<file path="src/rtl/alarm_pkg.sv">
// alarm_pkg: state encoding and BCD hh:mm <-> minute-of-day helpers shared by alarm_ctrl.
package alarm_pkg;

  localparam logic [1:0] ST_IDLE   = 2'd0;
  localparam logic [1:0] ST_RING   = 2'd1;
  localparam logic [1:0] ST_SNOOZE = 2'd2;
  localparam logic [1:0] ST_CHIME  = 2'd3;

  typedef enum logic [1:0] {
    StIdle   = ST_IDLE,
    StRing   = ST_RING,
    StSnooze = ST_SNOOZE,
    StChime  = ST_CHIME
  } state_e;

  localparam int unsigned MIN_PER_DAY = 1440;

  // BCD hh:mm to minute of day, 0..1439 for valid input.
  function automatic logic [10:0] bcd_hm_to_min(input logic [15:0] hm);
    return 11'(hm[15:12]) * 11'd600 + 11'(hm[11:8]) * 11'd60
         + 11'(hm[7:4]) * 11'd10 + 11'(hm[3:0]);
  endfunction

  // Minute of day (0..1439) back to BCD hh:mm.
  function automatic logic [15:0] min_to_bcd_hm(input logic [10:0] mins);
    logic [10:0] h;
    logic [10:0] m;
    h = mins / 11'd60;
    m = mins % 11'd60;
    return {4'(h / 11'd10), 4'(h % 11'd10), 4'(m / 11'd10), 4'(m % 11'd10)};
  endfunction

endpackage

</file>
<file path="src/rtl/alarm_ctrl_if.sv">
// alarm_ctrl_if: time/key inputs and melody/status outputs of the alarm controller.
// music_done exists only when HOURLY_CHIME_EN is defined.
interface alarm_ctrl_if;
  logic        alarm_on;
  logic [15:0] alarm_hm;
  logic [23:0] time_num;
  logic        key_stop;
  logic        key_snooze;
`ifdef HOURLY_CHIME_EN
  logic        music_done;
`endif
  logic        play_en;
  logic        ringing;
  logic        snooze_active;
  logic [1:0]  snooze_cnt;

  modport master (
`ifdef HOURLY_CHIME_EN
    output music_done,
`endif
    output alarm_on, alarm_hm, time_num, key_stop, key_snooze,
    input  play_en, ringing, snooze_active, snooze_cnt
  );

  modport slave (
`ifdef HOURLY_CHIME_EN
    input  music_done,
`endif
    input  alarm_on, alarm_hm, time_num, key_stop, key_snooze,
    output play_en, ringing, snooze_active, snooze_cnt
  );
endinterface

</file>
<file path="src/rtl/alarm_tick_gen.sv">
// alarm_tick_gen: free-running prescaler, sec_tick pulses one cycle each time the count wraps.
module alarm_tick_gen #(
  parameter int unsigned CLK_FREQ = 48000000
) (
  input  logic clk,
  input  logic rst,
  output logic sec_tick
);

  localparam int unsigned CW = (CLK_FREQ > 1) ? $clog2(CLK_FREQ) : 1;
  localparam logic [CW-1:0] LAST = CW'(CLK_FREQ - 1);

  logic [CW-1:0] cnt_q;

  // Count 0..CLK_FREQ-1; tick is high for the cycle in which the count is back at 0.
  always_ff @(posedge clk) begin
    if (rst) begin
      cnt_q    <= '0;
      sec_tick <= 1'b0;
    end else begin
      cnt_q    <= (cnt_q == LAST) ? '0 : cnt_q + 1'b1;
      sec_tick <= (cnt_q == LAST);
    end
  end

endmodule

</file>
<file path="src/rtl/alarm_ctrl.sv">
// alarm_ctrl: alarm match, ring/snooze/stop sequencing and melody enable.
// Define HOURLY_CHIME_EN to add the hourly CHIME state and the music_done input.
module alarm_ctrl
  import alarm_pkg::*;
#(
  parameter int unsigned CLK_FREQ       = 48000000,
  parameter int unsigned SNOOZE_MIN     = 5,
  parameter int unsigned RING_TIMEOUT_S = 60,
  parameter int unsigned MAX_SNOOZE     = 3
) (
  input logic         clk,
  input logic         rst,
  alarm_ctrl_if.slave bus
);

  logic        sec_tick;
  state_e      state_q;
  logic        match_q, snz_match_q, alarm_on_q;
  logic [15:0] snz_hm_q;
  logic [7:0]  ring_timer_q;
  logic [1:0]  snooze_cnt_q;
  logic        play_en_q, snooze_active_q;

  logic        alarm_match, alarm_hit, snz_match, snz_hit, alarm_fall;
  logic [10:0] snz_min;
  logic [15:0] snz_target;

  alarm_tick_gen #(
    .CLK_FREQ(CLK_FREQ)
  ) u_tick (
    .clk     (clk),
    .rst     (rst),
    .sec_tick(sec_tick)
  );

  // Edge-detected alarm/snooze matches and the wrapped snooze target time.
  always_comb begin
    alarm_match = bus.alarm_on && (bus.time_num == {bus.alarm_hm, 8'h00});
    alarm_hit   = alarm_match && !match_q;
    snz_match   = bus.alarm_on && (bus.time_num == {snz_hm_q, 8'h00});
    snz_hit     = snz_match && !snz_match_q;
    alarm_fall  = alarm_on_q && !bus.alarm_on;
    // SNOOZE_MIN <= 59 so one conditional subtract is enough to wrap past midnight.
    snz_min     = bcd_hm_to_min(bus.time_num[23:8]) + 11'(SNOOZE_MIN);
    if (snz_min >= 11'(MIN_PER_DAY)) snz_min = snz_min - 11'(MIN_PER_DAY);
    snz_target  = min_to_bcd_hm(snz_min);
  end

`ifdef HOURLY_CHIME_EN
  logic hour_q, hour_match, hour_hit;

  // Hour boundary detect for the chime, independent of the alarm switch.
  always_comb begin
    hour_match = (bus.time_num[15:0] == 16'h0000);
    hour_hit   = hour_match && !hour_q;
  end
`endif

  // Sequencer state, edge-detect history and registered outputs.
  always_ff @(posedge clk) begin
    if (rst) begin
      state_q         <= StIdle;
      match_q         <= 1'b0;
      snz_match_q     <= 1'b0;
      alarm_on_q      <= 1'b0;
      snz_hm_q        <= '0;
      ring_timer_q    <= '0;
      snooze_cnt_q    <= '0;
      play_en_q       <= 1'b0;
      snooze_active_q <= 1'b0;
`ifdef HOURLY_CHIME_EN
      hour_q          <= 1'b0;
`endif
    end else begin
      match_q         <= alarm_match;
      snz_match_q     <= snz_match;
      alarm_on_q      <= bus.alarm_on;
      play_en_q       <= (state_q == StRing) || (state_q == StChime);
      snooze_active_q <= (state_q == StSnooze);
`ifdef HOURLY_CHIME_EN
      hour_q          <= hour_match;
`endif
      if (alarm_fall) begin
        state_q      <= StIdle;
        snooze_cnt_q <= '0;
      end else begin
        unique case (state_q)
          StIdle: begin
            if (alarm_hit) begin
              state_q      <= StRing;
              snooze_cnt_q <= '0;
              ring_timer_q <= '0;
            end
`ifdef HOURLY_CHIME_EN
            else if (hour_hit) state_q <= StChime;
`endif
          end
          StRing: begin
            // Keys outrank the timeout; stop outranks snooze.
            if (bus.key_stop) begin
              state_q <= StIdle;
            end else if (bus.key_snooze) begin
              if (snooze_cnt_q < 2'(MAX_SNOOZE)) begin
                state_q      <= StSnooze;
                snooze_cnt_q <= snooze_cnt_q + 2'd1;
                snz_hm_q     <= snz_target;
              end else begin
                state_q <= StIdle;
              end
            end else if (sec_tick) begin
              ring_timer_q <= ring_timer_q + 8'd1;
              if (ring_timer_q == 8'(RING_TIMEOUT_S - 1)) state_q <= StIdle;
            end
          end
          StSnooze: begin
            if (bus.key_stop) begin
              state_q <= StIdle;
            end else if (snz_hit || alarm_hit) begin
              state_q      <= StRing;
              ring_timer_q <= '0;
            end
          end
`ifdef HOURLY_CHIME_EN
          StChime: begin
            if (alarm_hit) begin
              state_q      <= StRing;
              snooze_cnt_q <= '0;
              ring_timer_q <= '0;
            end else if (bus.music_done || bus.key_stop) begin
              state_q <= StIdle;
            end
          end
`endif
          default: state_q <= StIdle;
        endcase
      end
    end
  end

  assign bus.play_en       = play_en_q;
  assign bus.ringing       = play_en_q;
  assign bus.snooze_active = snooze_active_q;
  assign bus.snooze_cnt    = snooze_cnt_q;

endmodule

</file>
<file path="src/flat_wrapper.sv">
// flat-port wrapper written by rule: the top's interface ports become plain ports
module alarm_ctrl_flat import alarm_pkg::*;
#(
  parameter int unsigned CLK_FREQ       = 48000000,
  parameter int unsigned SNOOZE_MIN     = 5,
  parameter int unsigned RING_TIMEOUT_S = 60,
  parameter int unsigned MAX_SNOOZE     = 3
)
  (clk, rst, bus_alarm_on, bus_alarm_hm, bus_time_num, bus_key_stop, bus_key_snooze, bus_play_en, bus_ringing, bus_snooze_active, bus_snooze_cnt);
  alarm_ctrl_if bus_i ();
  input logic clk;
  input logic rst;
  input wire logic [$bits(bus_i.alarm_on)-1:0] bus_alarm_on;
  input wire logic [$bits(bus_i.alarm_hm)-1:0] bus_alarm_hm;
  input wire logic [$bits(bus_i.time_num)-1:0] bus_time_num;
  input wire logic [$bits(bus_i.key_stop)-1:0] bus_key_stop;
  input wire logic [$bits(bus_i.key_snooze)-1:0] bus_key_snooze;
  output wire logic [$bits(bus_i.play_en)-1:0] bus_play_en;
  output wire logic [$bits(bus_i.ringing)-1:0] bus_ringing;
  output wire logic [$bits(bus_i.snooze_active)-1:0] bus_snooze_active;
  output wire logic [$bits(bus_i.snooze_cnt)-1:0] bus_snooze_cnt;
  assign bus_i.alarm_on = bus_alarm_on;
  assign bus_i.alarm_hm = bus_alarm_hm;
  assign bus_i.time_num = bus_time_num;
  assign bus_i.key_stop = bus_key_stop;
  assign bus_i.key_snooze = bus_key_snooze;
  assign bus_play_en = bus_i.play_en;
  assign bus_ringing = bus_i.ringing;
  assign bus_snooze_active = bus_i.snooze_active;
  assign bus_snooze_cnt = bus_i.snooze_cnt;
  alarm_ctrl #(.CLK_FREQ(CLK_FREQ), .SNOOZE_MIN(SNOOZE_MIN), .RING_TIMEOUT_S(RING_TIMEOUT_S), .MAX_SNOOZE(MAX_SNOOZE)) u_core (.clk(clk), .rst(rst), .bus(bus_i));
endmodule
</file>
<file path="config.mk">
export PLATFORM = sky130hd
export DESIGN_NAME = alarm_ctrl_flat
export DESIGN_NICKNAME = d
export VERILOG_FILES = /design/src/rtl/alarm_pkg.sv /design/src/rtl/alarm_ctrl_if.sv /design/src/rtl/alarm_tick_gen.sv /design/src/rtl/alarm_ctrl.sv /design/src/flat_wrapper.sv
export SDC_FILE = /design/constraint.sdc
export NUM_CORES = 1
export LEC_CHECK = 0
export ABC_AREA = 0
export CORE_MARGIN = 5
export CORE_UTILIZATION = 40
export DETAILED_ROUTE_END_ITERATION = 8
export PLACE_DENSITY = 0.57
export RECOVER_POWER = 50
export SYNTH_ARGS = -nofsm -noshare
export SYNTH_HDL_FRONTEND = slang
export SYNTH_SLANG_ARGS = --single-unit
export TNS_END_PERCENT = 5
</file>
<file path="constraint.sdc">
create_clock -name clk -period 11.3 [get_ports clk]
set_input_delay 2.26 -clock clk [delete_from_list [all_inputs] [get_ports clk]]
set_output_delay 2.26 -clock clk [all_outputs]
set_load 0.01 [all_outputs]
</file>
==> flow_summary.toml <==
[logic_synthesis]
synth_area_leaders = "dfxtp_1 (20%), ha_1 (12%), xor2_1 (8.5%)"
yosysMostFrequentCell = "nor2_1"
yosys_warnings = 0
synth_cell_type_count = 85
yosysTopAreaCell = "dfxtp_1"
synthArstFlopShare = 0
synth_edf_count = 0
synth_nets = 832
synth_cells = 714
postSynthAreaPerCell_sq_um = 8.33
synth_commonest_cells = "nor2_1 (86), dfxtp_1 (59), ha_1 (58), xor2_1 (58), inv_1 (52)"
synth_ff_type = "dfxtp_1"
synth_top_area_frac = 0.199
synth_seq_cells = 59
syn-cell-area_sq_um = 5940
seq_area_frac_synth = 0.199

[timing]
slew_headroom = 0.374
max_freq_mhz = 91.8
hold_viol = 0
period_needed_ns = 10.89
finalSetupViolCount = 0
worstMarginPinSlew_ns = 0.939
slew_viol_final = 0
fin_setup_tns_ns = 0
hold_ws_ns = 0.452
min_period_over_period = 0.964
fin_skew_ns = 0.00655

[cts]
clk_path_buf_depth = 2
cts.sinks = 59
cts-root-buf = "clkbuf_16"
insertion_delay_ns = 0.32
path_clk_slew_ns = 0.05
cts_tree = "yes"
h-tree-depth = 3
postCtsHoldBufs = 0
cts-buffers-inserted = 9

[global_route]
antenna_found_initial = 0
grt_pass1_vias = 5151
grt_overflow_total = 0
grt_use_total = 0.166
grt_pass1_wl_um = 24700
grt_max_degree = 26

[placement]
io_buffers = 49
gp_congestion = 0.866
dpl.hpwl_um = 11500

[worst_setup_path]
end_kind = "flip-flop"
critPathSlowestCell = "clkdlybuf4s50_1"
critPathKind = "in2reg"
crit_path_max_fanout = 8
start_kind = "input port"
worst_path_most_repeated_cell = "ha_1"
max_stage_delay_ns = 0.63
critical_path_required_ns = 11.54
cp.arrival_ns = 11.13

[die]
initial_utilization = 0.409
ios = 50
dieArea_sq_um = 17400
core_area_sq_um = 14500
dieHeight_um = 132
die_x_um = 132
std_cell_rows = 44

[detailed_routing]
wirelength_um = 14500
vias_per_cell = 5.42
wire_per_inst_um = 15.0
drc = 0
vias = 5230
antenna_left = 0
drt_iter0_markers = 238
drt_first_pass_iters = 5

[job]
max_cap_viol_count = 0

[min_path]
hold_class = "reg2reg"

[finish]
post-route-util = 0.489
drive_above_1_share = 0.114
fill_cells = 1398
n_antenna_cell = 0
nets = 895
syn_to_final_growth_pct = 19.6

[status]
status = "complete, no violations"
-- kinds of logic (layout without fill, tap and decap cells) --
kind of cell / Yosys count / in the layout / synth area share
muxes: 10 / 10 / 0.0204
buffers and inverters: 72 / 139 / 0.0478
DFF: 59 / 59 / 0.199
xor gates and xnor gates: 92 / 92 / 0.142
and+or+nand+nor: 265 / 265 / 0.225
adders and majority gates: 73 / 73 / 0.173
other: 1 / 1 / 0.000631
AOI/OAI and AO/OA: 142 / 142 / 0.193
-- final timing paths --
check | start | endpoint | slack [ns] | cells past startpoint
setup / recovery | bus_time_num[18] | u_core.snz_hm_q[2] | 0.41 | 33
hold / removal | u_core.u_tick.cnt_q[0] | u_core.u_tick.cnt_q[0] | 0.45 | 1
setup reg to reg | u_core.snz_hm_q[11] | u_core.ring_timer_q[7] | 8.17 | 9
hold reg to reg | u_core.u_tick.cnt_q[0] | u_core.u_tick.cnt_q[0] | 0.45 | 1
-- layer usage --
layer	track usage	part of all wire
met5	0	0
met4	0.0497	0.024
met3	0.0397	0.037
met2	0.270	0.46
met1	0.218	0.48
-- final cells by class --
class / count / area (sq um) / share of cell area
Sequential cell: 59 / 1180 / 0.166
Clock buffer: 12 / 246 / 0.0347
Inverter: 52 / 195 / 0.0275
Timing Repair Buffer: 72 / 659 / 0.0928
Tap cell: 184 / 230 / 0.0324
Clock inverter: 3 / 15.0 / 0.00211
Multi-Input combinational cell: 583 / 4580 / 0.644
-- critical path: cells and delay by family --
| family | cells | cell delay (ns) |
|---|---|---|
| compound gates | 11 | 2.75 |
| fa+ha+maj | 7 | 2.57 |
| simple gates | 9 | 1.88 |
| buf+inv | 2 | 0.81 |
| xor+xnor | 3 | 0.49 |
| mux | 1 | 0.36 |
-- cells in the final DEF (no fill, tap or decap), types with 7 or more instances in the layout --
cell | netlist | final
clkdlybuf4s50_1 | 0 | 41
buf_4 | 3 | 22
and3_1 | 11 | 11
and2_1 | 8 | 8
fa_1 | 15 | 15
o211ai_1 | 7 | 7
dlygate4sd3_1 | 0 | 8
a21oi_1 | 36 | 36
nor3_1 | 22 | 21
o21ai_1 | 6 | 7
nand2_1 | 44 | 44
nor4_1 | 18 | 17
xor2_1 | 58 | 57
dfxtp_1 | 59 | 59
nor2_1 | 86 | 85
ha_1 | 58 | 58
nand4_1 | 17 | 17
xnor2_1 | 29 | 29
clkbuf_16 | 0 | 9
inv_1 | 52 | 52
a21o_1 | 9 | 9
o21ai_0 | 10 | 9
nand3_1 | 16 | 16
a211oi_1 | 14 | 14
or3_1 | 7 | 7
-- stage by stage --
step	setup slack (ns)	area (sq um)	instances
floorplan	1.06	5940	714
global placement	0.212	6740	949
detailed placement	-0.0732	6740	949
CTS	0.238	7000	964
global route	-0.0406	7110	965
finish	0.411	7110	965
-- sequential cells by signal, indices dropped and copies added (netlist names) --
| name | count |
|---|---|
| u_core.u_tick.cnt_q | 26 |
| u_core.snz_hm_q | 15 |
| u_core.ring_timer_q | 8 |
| u_core.bus.snooze_cnt | 2 |
| u_core.state_q | 2 |
| u_core.alarm_on_q | 1 |
| u_core.bus.play_en | 1 |
| u_core.bus.snooze_active | 1 |
| u_core.match_q | 1 |
| u_core.snz_match_q | 1 |
| u_core.u_tick.sec_tick | 1 |
-- repair_timing --
action	in CTS	in global routing
gates resized for setup	0	16
endpoints found under the hold margin	0	0
buffers inserted	0	1
setup endpoints to repair	0	4
Power is left out: the tool's default activity adds up to more than one toggle a clock period on the data nets, which glitch-free logic cannot reach.
